<file path="config.mk">
export PLATFORM = sky130hd
export DESIGN_NAME = mode_counter
export DESIGN_NICKNAME = d
export VERILOG_FILES = /design/src/rtl/mode_counter_pkg.sv /design/src/rtl/tick_prescaler.sv /design/src/rtl/mode_counter.sv
export SDC_FILE = /design/constraint.sdc
export NUM_CORES = 1
export LEC_CHECK = 0
export CORE_MARGIN = 10
export CORE_UTILIZATION = 25
export DETAILED_ROUTE_END_ITERATION = 6
export GPL_TIMING_DRIVEN = 0
export PLACE_DENSITY = 0.5
export SLEW_MARGIN = 20
export SYNTH_ARGS = -nofsm -noshare
export SYNTH_HDL_FRONTEND = slang
export SYNTH_SLANG_ARGS = --single-unit
export TNS_END_PERCENT = 10
</file>
<file path="constraint.sdc">
create_clock -name clock -period 2.21 [get_ports clock]
set_input_delay 0.3315 -clock clock [delete_from_list [all_inputs] [get_ports clock]]
set_output_delay 0.3315 -clock clock [all_outputs]
set_load 0.05 [all_outputs]
</file>
<file path="src/rtl/mode_counter_pkg.sv">
// =============================================================================
// mode_counter_pkg : mode encodings, FSM states and a helper for mode_counter
// Rev 1.0
// =============================================================================
`default_nettype none

package mode_counter_pkg;

  localparam logic [1:0] MODE_WRAP    = 2'b00;
  localparam logic [1:0] MODE_SAT     = 2'b01;
  localparam logic [1:0] MODE_ONESHOT = 2'b10;
  localparam logic [1:0] MODE_RSVD    = 2'b11;

  typedef enum logic [1:0] {
    ST_IDLE = 2'b00,
    ST_RUN  = 2'b01,
    ST_DONE = 2'b10
  } state_t;

  // The reserved encoding behaves exactly like wrap.
  function automatic logic mode_is_wrap(input logic [1:0] m);
    return (m == MODE_WRAP) || (m == MODE_RSVD);
  endfunction

endpackage

`default_nettype wire

</file>
<file path="src/rtl/tick_prescaler.sv">
// =============================================================================
// tick_prescaler : counts enabled cycles 0..prescale, ticking on the last one
// Rev 1.0
// =============================================================================
`default_nettype none

module tick_prescaler #(
  parameter int PRESCALE_W = 4
) (
  input  logic                  clock,
  input  logic                  reset,
  input  logic                  enable,
  input  logic                  clear,
  input  logic [PRESCALE_W-1:0] prescale,
  output logic                  tick
);

  logic [PRESCALE_W-1:0] div;

  assign tick = (div == prescale);

  always_ff @(posedge clock or negedge reset) begin
    if (!reset) begin
      div <= '0;
    end else if (clear) begin
      div <= '0;
    end else if (enable) begin
      div <= tick ? '0 : div + 1'b1;
    end
  end

endmodule

`default_nettype wire

</file>
<file path="src/rtl/mode_counter.sv">
// =============================================================================
// mode_counter : up/down counter with wrap, saturate and one-shot modes
// Optional tick divider: define MODE_COUNTER_PRESCALE_EN.  Rev 1.0
// =============================================================================
`default_nettype none

module mode_counter
  import mode_counter_pkg::*;
#(
  parameter int WIDTH      = 4,
  parameter int PRESCALE_W = 4
) (
  input  logic                  clock,
  input  logic                  reset,
  input  logic                  enable,
  input  logic                  load,
  input  logic [WIDTH-1:0]      load_value,
  input  logic                  up,
  input  logic [1:0]            mode,
  input  logic [WIDTH-1:0]      limit,
`ifdef MODE_COUNTER_PRESCALE_EN
  input  logic [PRESCALE_W-1:0] prescale,
`endif
  output logic [WIDTH-1:0]      counter_out,
  output logic                  tc,
  output logic                  done
);

  state_t state;
  logic   tick;
  logic   terminal;

`ifdef MODE_COUNTER_PRESCALE_EN
  logic div_tick;

  tick_prescaler #(
    .PRESCALE_W (PRESCALE_W)
  ) u_prescaler (
    .clock    (clock),
    .reset    (reset),
    .enable   (enable),
    .clear    (load),
    .prescale (prescale),
    .tick     (div_tick)
  );

  assign tick = enable & div_tick;
`else
  logic [PRESCALE_W-1:0] unused_prescale_w;
  assign unused_prescale_w = '0;
  assign tick = enable;
`endif

  assign terminal = up ? (counter_out >= limit) : (counter_out == '0);

  always_ff @(posedge clock or negedge reset) begin
    if (!reset) begin
      counter_out <= '0;
      tc          <= 1'b0;
      done        <= 1'b0;
      state       <= ST_IDLE;
    end else begin
      tc <= 1'b0;
      if (load) begin
        counter_out <= load_value;
        done        <= 1'b0;
        state       <= ST_RUN;
      end else if (tick) begin
        case (state)
          // A tick in DONE never counts; it only lets a mode change release the FSM.
          ST_DONE: begin
            if (mode != MODE_ONESHOT) begin
              state <= ST_RUN;
              done  <= 1'b0;
            end
          end
          default: begin
            state <= ST_RUN;
            if (terminal) begin
              tc <= 1'b1;
              if (mode == MODE_ONESHOT) begin
                state <= ST_DONE;
                done  <= 1'b1;
              end else if (mode_is_wrap(mode)) begin
                counter_out <= up ? '0 : limit;
              end
            end else begin
              counter_out <= up ? counter_out + 1'b1 : counter_out - 1'b1;
            end
          end
        endcase
      end
    end
  end

endmodule

`default_nettype wire

</file>
==> results of run 1 <==
[power breakdown]
part	switching, mW	internal, mW
Sequential	0.0581	0.174
Clock	0.0527	0.0624
Combinational	0.257	0.198
Total	0.368	0.434
[sequential cells by signal (all words and copies together) (netlist names)]
signal / flops
counter_out: 4
state: 2
tc: 1
done: 1
[stage by stage]
stage	std cells	setup TNS, ns	worst slack, ns	utilization (%)
global placement	129	-0.441	-0.252	34.3
detailed placement	129	-0.572	-0.278	34.3
finish	132	0	0.110	35.6
floorplan	78	0	0.0187	-
CTS	132	0	0.0765	35.3
global route	132	0	0.0144	35.6
[layout make-up]
class	count	share of cell area (%)
plain buffers	1	0.518
clock buffers	3	2.33
inverters	8	3.11
multi-input cells	61	48.2
flip-flops and latches	8	20.9
well taps	31	4.02
repair buffers	20	21.0
[synth_stat cells (all sizes together), types with 3 or more instances]
master	number	area, um2
nor2	3	11.3
dfrtp	8	200
ha	7	87.6
o211ai	3	22.5
o21ai	6	30.0
a21oi	8	40.0
nand2	3	11.3
inv	8	30.0
[repair_timing]
action / 4_1_cts / 5_1_grt
resized for setup: 1 / 3
cloned: 0 / 0
endpoints found under the setup margin: 1 / 3
[metal layers]
metal / wire length [um] / up-vias
met2: 868 / 17
met4: 7 / 0
met5: 0 / -
met1: 970 / 310
met3: 140 / 2
li1: - / 337
[worst max path at each step]
stage                               startpoint                         end  slack (ns)  cells past startpoint
floorplan           counter_out[0]$_DFFE_PN0P_  counter_out[0]$_DFFE_PN0P_        0.02                      7
global placement                            up  counter_out[3]$_DFFE_PN0P_       -0.25                      8
detailed placement                          up  counter_out[3]$_DFFE_PN0P_       -0.28                      8
CTS                                         up  counter_out[3]$_DFFE_PN0P_        0.08                      8
global route                          limit[1]  counter_out[3]$_DFFE_PN0P_        0.01                      8
finish                                limit[1]  counter_out[0]$_DFFE_PN0P_        0.11                      8
[kinds of logic (layout without fill, tap and decap cells)]
| group | count (synthesis) | count (layout) |
|---|---|---|
| fa+ha+maj | 8 | 8 |
| simple gates | 20 | 20 |
| flops | 8 | 8 |
| xor+xnor | 2 | 2 |
| mux | 2 | 2 |
| compound gates | 29 | 29 |
| buf+inv | 9 | 32 |
[worst max-delay path: stages]
cell and delay [ns]:
clkdlybuf4s50_1 0.49, inv_1 0.05, ha_1 0.29, o211ai_1 0.23, o211ai_1 0.21, a31o_2 0.35, a221oi_1 0.21, a21oi_1 0.07
==> results.json, run 1 <==
{
  "ys_types": 34,
  "post_synth_inst_count": 78,
  "peakVddDrop_mv": 0.722,
  "worstPathRequired_ns": 2.34,
  "n_antenna_cell": 0,
  "synthAdderAreaFrac_pct": 15.6,
  "min_period_ns": 2.10,
  "die_area_um2": 5270,
  "drtIter0Drc": 29,
  "coreArea_um2": 2710,
  "synthMuxAreaShare_pct": 2.89,
  "clkTransAtPathRegs_ns": 0.06,
  "yosys_warnings": 0,
  "postCtsHoldBufs": 0,
  "dieWidth_um": 72.6,
  "slew_headroom_pct": 66.6,
  "cp_max_fo": 7,
  "io_pins": 21,
  "rsz0062_at_grt": "no",
  "setup-violations-final": 0,
  "grt_overflow": 0,
  "syn_to_final_growth_pct": 39.6,
  "rows": 19,
  "synth_edf_count": 0,
  "io_buffers": 20,
  "clockBufferDepth": 2,
  "reg2reg_from": "counter_out[3]$_DFFE_PN0P_",
  "outcome": "completed",
  "power.density_nw_per_um2": 830,
  "wl_per_cell_um": 15.1,
  "timing.hold.ws_ns": 0.352,
  "route.detailed.drc": 0,
  "synth_area_per_cell_um2": 8.87,
  "numCtsBuffers": 3,
  "r2r_slack_ns": 0.21,
  "clock_sinks": 8,
  "mostFrequentLayoutCells": "clkdlybuf4s50_1 (19), inv_1 (8), a21oi_1 (7), ha_1 (7), dfrtp_1 (7)",
  "grt_pass1_wl_um": 3350,
  "synth-main-ff-cell": "dfrtp_1",
  "drive_above_1_share_pct": 12.9,
  "die_h_um": 72.6,
  "reg2reg_to": "counter_out[2]$_DFFE_PN0P_",
  "antenna_found_initial": 0,
  "vias": 666,
  "cts_tree": "done",
  "grt_pass1_vias": 705,
  "ys_seq_area_share_pct": 28.9,
  "start_util_pct": 25.5,
  "place_area_um2": 931,
  "p_total_mw": 0.801,
  "hold_path_class": "primary input to async pin",
  "seq_area_um2": 201,
  "hold_violations": 0,
  "grt_max_degree": 11,
  "first_pass_iters": 4,
  "final_common_cell": "clkdlybuf4s50_1",
  "synth-xor-area-share_pct": 2.53,
  "grt_usage_pct": 7.90,
  "insertion_delay_ns": 0.26,
  "tightestPinTransition_ns": 0.499,
  "slew_viol_final": 0,
  "synth_top_family_by_area": "compound AO/OA/AOI/OAI gates",
  "crit_arrival_ns": 2.23,
  "clock_skew_ns": 0.00390,
  "synth_compound_area_share_pct": 28.0,
  "met3_usage_pct": 3.54,
  "multi_input_area_um2": 465,
  "wirelength_um": 1990,
  "hpwl_um": 1570,
  "syn_area_um2": 692,
  "worstSetupEndpointType": "flip-flop",
  "place.gp.congestion": 0.775,
  "gr-usage-met2_pct": 11.8,
  "nets": 126,
  "viasPerCell": 5.05,
  "async_reset_ff_share_pct": 100,
  "grtUsageMet1_pct": 10.6,
  "synth_seq_cells": 8,
  "criticalPathCategory": "primary input to flip-flop",
  "ff2ff_path_depth": 6,
  "grt.busiest_layer": "met2",
  "clock.fmax_mhz": 476,
  "fill_cells": 294,
  "final_area_um2": 966,
  "cts.htree.levels": 1,
  "ant_nets": 0,
  "p_leak_nw": 0.414,
  "period_share_pct": 95.0,
  "crit_path_start_kind": "primary input",
  "synthSimpleGateAreaFrac_pct": 17.0,
  "syn-num-nets": 101,
  "cts_setup_buffers": 0,
  "clockRootBuffer": "clkbuf_4",
  "drv_cap": 0
}
Power figures use the tool's default switching activity.
==> run 2: changes to the inputs <==
- ABC_AREA: default -> 1
- PLACE_DENSITY: 0.5 -> default
==> run 2 against run 1 <==
Net effect:
- register-to-register slack better by 0.26 ns
- sequential power down 7%
- cell area grew 2.2%
- critical path type is now flip-flop to output pin
- critical endpoint is now counter_out[1]
- global-route usage shrank 0.89 points
==> results.json, run 2 <==
{
  "reg_top3": "counter_out x4, state x2",
  "die_h_um": 73.9,
  "grt_overflow": 0,
  "syn_to_final_growth_pct": 36.0,
  "ant_nets": 0,
  "tightestPinTransition_ns": 0.511,
  "hpwl_um": 1510,
  "ys_types": 23,
  "synthTopCellsByCount": "nand2_1 (30), inv_1 (15), nand3_1 (12)",
  "cts_tree": "done",
  "synth-main-ff-cell": "dfrtp_1",
  "viasPerCell": 4.48,
  "cpPeakStageDelay_ns": 0.86,
  "synth_top_cell_by_area": "dfrtp_1",
  "grt_max_degree": 10,
  "crit_buf_inv": 1,
  "postCtsHoldBufs": 0,
  "grt_usage_pct": 7.01,
  "clock.fmax_mhz": 522,
  "post_synth_inst_count": 105,
  "clock_sinks": 8,
  "grt_pass1_wl_um": 3200,
  "crit_family": "buffers and inverters",
  "slew_viol_final": 0,
  "min_period_ns": 1.92,
  "wl_per_cell_um": 11.5,
  "worstSetupEndpointType": "output pin",
  "crit_arrival_ns": 1.58,
  "final_area_um2": 987,
  "vias": 713,
  "synth_edf_count": 0,
  "dp.cells": 156,
  "synth_seq_cells": 8,
  "drtIter0Drc": 29,
  "path_cells": "clkdlybuf4s50_1",
  "synth_top_area_share_pct": 27.6,
  "first_pass_iters": 4,
  "clockBufferDepth": 2,
  "power.density_nw_per_um2": 750,
  "cp_max_fo": 6,
  "final_util_pct": 35.8,
  "start_util_pct": 26.3,
  "synth_most_common_cell": "nand2_1",
  "fin_cells": 159,
  "ys_seq_area_share_pct": 27.6,
  "yosys-top-cells-area": "dfrtp_1 (28%), nand2_1 (16%), ha_1 (12%)",
  "syn_area_um2": 726,
  "n_antenna_cell": 0,
  "worstPathRequired_ns": 1.88,
  "crit_path_start_kind": "flip-flop",
  "nets": 153,
  "fin_tns_setup_ns": 0,
  "rows": 19,
  "async_reset_ff_share_pct": 100,
  "final_common_cell": "nand2_1",
  "clock_skew_ns": 0.00491,
  "wirelength_um": 1830,
  "rsz0062_at_grt": "no",
  "clockRootBuffer": "clkbuf_4",
  "numCtsBuffers": 3,
  "setup-violations-final": 0,
  "hold_violations": 0,
  "cpMaxStageDelayCell": "clkdlybuf4s50_1",
  "drive_above_1_share_pct": 11.7,
  "outcome": "completed",
  "antenna_found_initial": 0,
  "clkTransAtPathRegs_ns": 0.06,
  "die_area_um2": 5460,
  "slew_headroom_pct": 65.9,
  "synth_area_per_cell_um2": 6.91,
  "io_buffers": 20,
  "coreArea_um2": 2760,
  "place_area_um2": 965,
  "dieWidth_um": 73.9,
  "route.detailed.drc": 0,
  "timing.hold.ws_ns": 0.347,
  "insertion_delay_ns": 0.26,
  "grt_pass1_vias": 763,
  "place.gp.congestion": 0.799,
  "syn-num-nets": 128,
  "largest_reg_flops": 4,
  "drv_cap": 0,
  "post_cts_resized": 0,
  "cts.htree.levels": 1,
  "mostFrequentLayoutCells": "nand2_1 (30), clkdlybuf4s50_1 (20), inv_1 (15)",
  "period_share_pct": 86.7,
  "peakVddDrop_mv": 0.405,
  "io_pins": 21,
  "p_leak_nw": 0.498,
  "hold_path_class": "primary input to async pin",
  "yosys_warnings": 0,
  "regMostFlops": "counter_out",
  "criticalPathCategory": "flip-flop to output pin",
  "cts_setup_buffers": 0
}
run 2: cell types whose count changed after synthesis, sizes merged, moves of 3 or more:
cell	before	now
nand2	3	33
a21oi	8	3
nor2	3	12
nand3	1	13
inv	8	17
o211ai	3	0
o21ai	6	2
run 2: area by class of cell:
cell class	instances	area, um2
clock buffers	3	22.5
fillers	296	1770
inverters	17	63.8
multi-input cells	80	462
flip-flops and latches	8	200
well taps	31	38.8
repair buffers	20	200
run 2: worst paths after layout:
path                                             from                          to  cells past startpoint  slack (ns)
max                        counter_out[1]$_DFFE_PN0P_              counter_out[1]                      1        0.29
min                                             reset        state[1]$_DFFE_PN0P_                      1        0.35
max reg2reg                counter_out[0]$_DFFE_PN0P_  counter_out[2]$_DFFE_PN0P_                     13        0.47
min reg2reg                      state[0]$_DFFE_PN0P_        state[0]$_DFFE_PN0P_                      2        0.50
max in group asynchronous                       reset  counter_out[3]$_DFFE_PN0P_                      1        1.60
min in group clock               state[0]$_DFFE_PN0P_        state[0]$_DFFE_PN0P_                      2        0.50
run 2: per-layer routing:
| metal | vias up | track usage [%] | wire length (um) |
|---|---|---|---|
| li1 | 376 | - | - |
| met1 | 315 | 8.62 | 831 |
| met2 | 22 | 11.2 | 813 |
| met3 | 0 | 3.36 | 181 |
| met4 | 0 | 0.621 | 0 |
| met5 | - | 0 | 0 |
run 2: kinds of logic (layout without fill, tap and decap cells):
| group | after synthesis | in the layout | synth area share [%] |
|---|---|---|---|
| AOI/OAI and AO/OA | 6 | 6 | 5.00 |
| xor gates and xnor gates | 2 | 2 | 2.41 |
| adders and majority gates | 8 | 8 | 14.8 |
| buffers and inverters | 17 | 40 | 8.79 |
| DFF | 8 | 8 | 27.6 |
| and+or+nand+nor | 64 | 64 | 41.4 |
run 2: where the power goes:
group | switching, mW | total, mW | leakage (nW) | internal [mW]
combinational | 0.251 | 0.412 | 0.386 | 0.161
clock | 0.0514 | 0.114 | 0.0138 | 0.0623
sequential | 0.0412 | 0.215 | 0.0982 | 0.174
run 2: through the flow:
step	setup WS [ns]	power [mW]
global route	0.194	0.815
global placement	0.0895	0.624
detailed placement	0.0757	0.632
floorplan	0.344	0.496
finish	0.294	0.741
CTS	0.271	0.750
==> run 3: changes to the inputs <==
- CTS_CLUSTER_SIZE: default -> 10
==> results of run 3 <==
No change in the layout: final DEF, timing and power equal those of run 2.
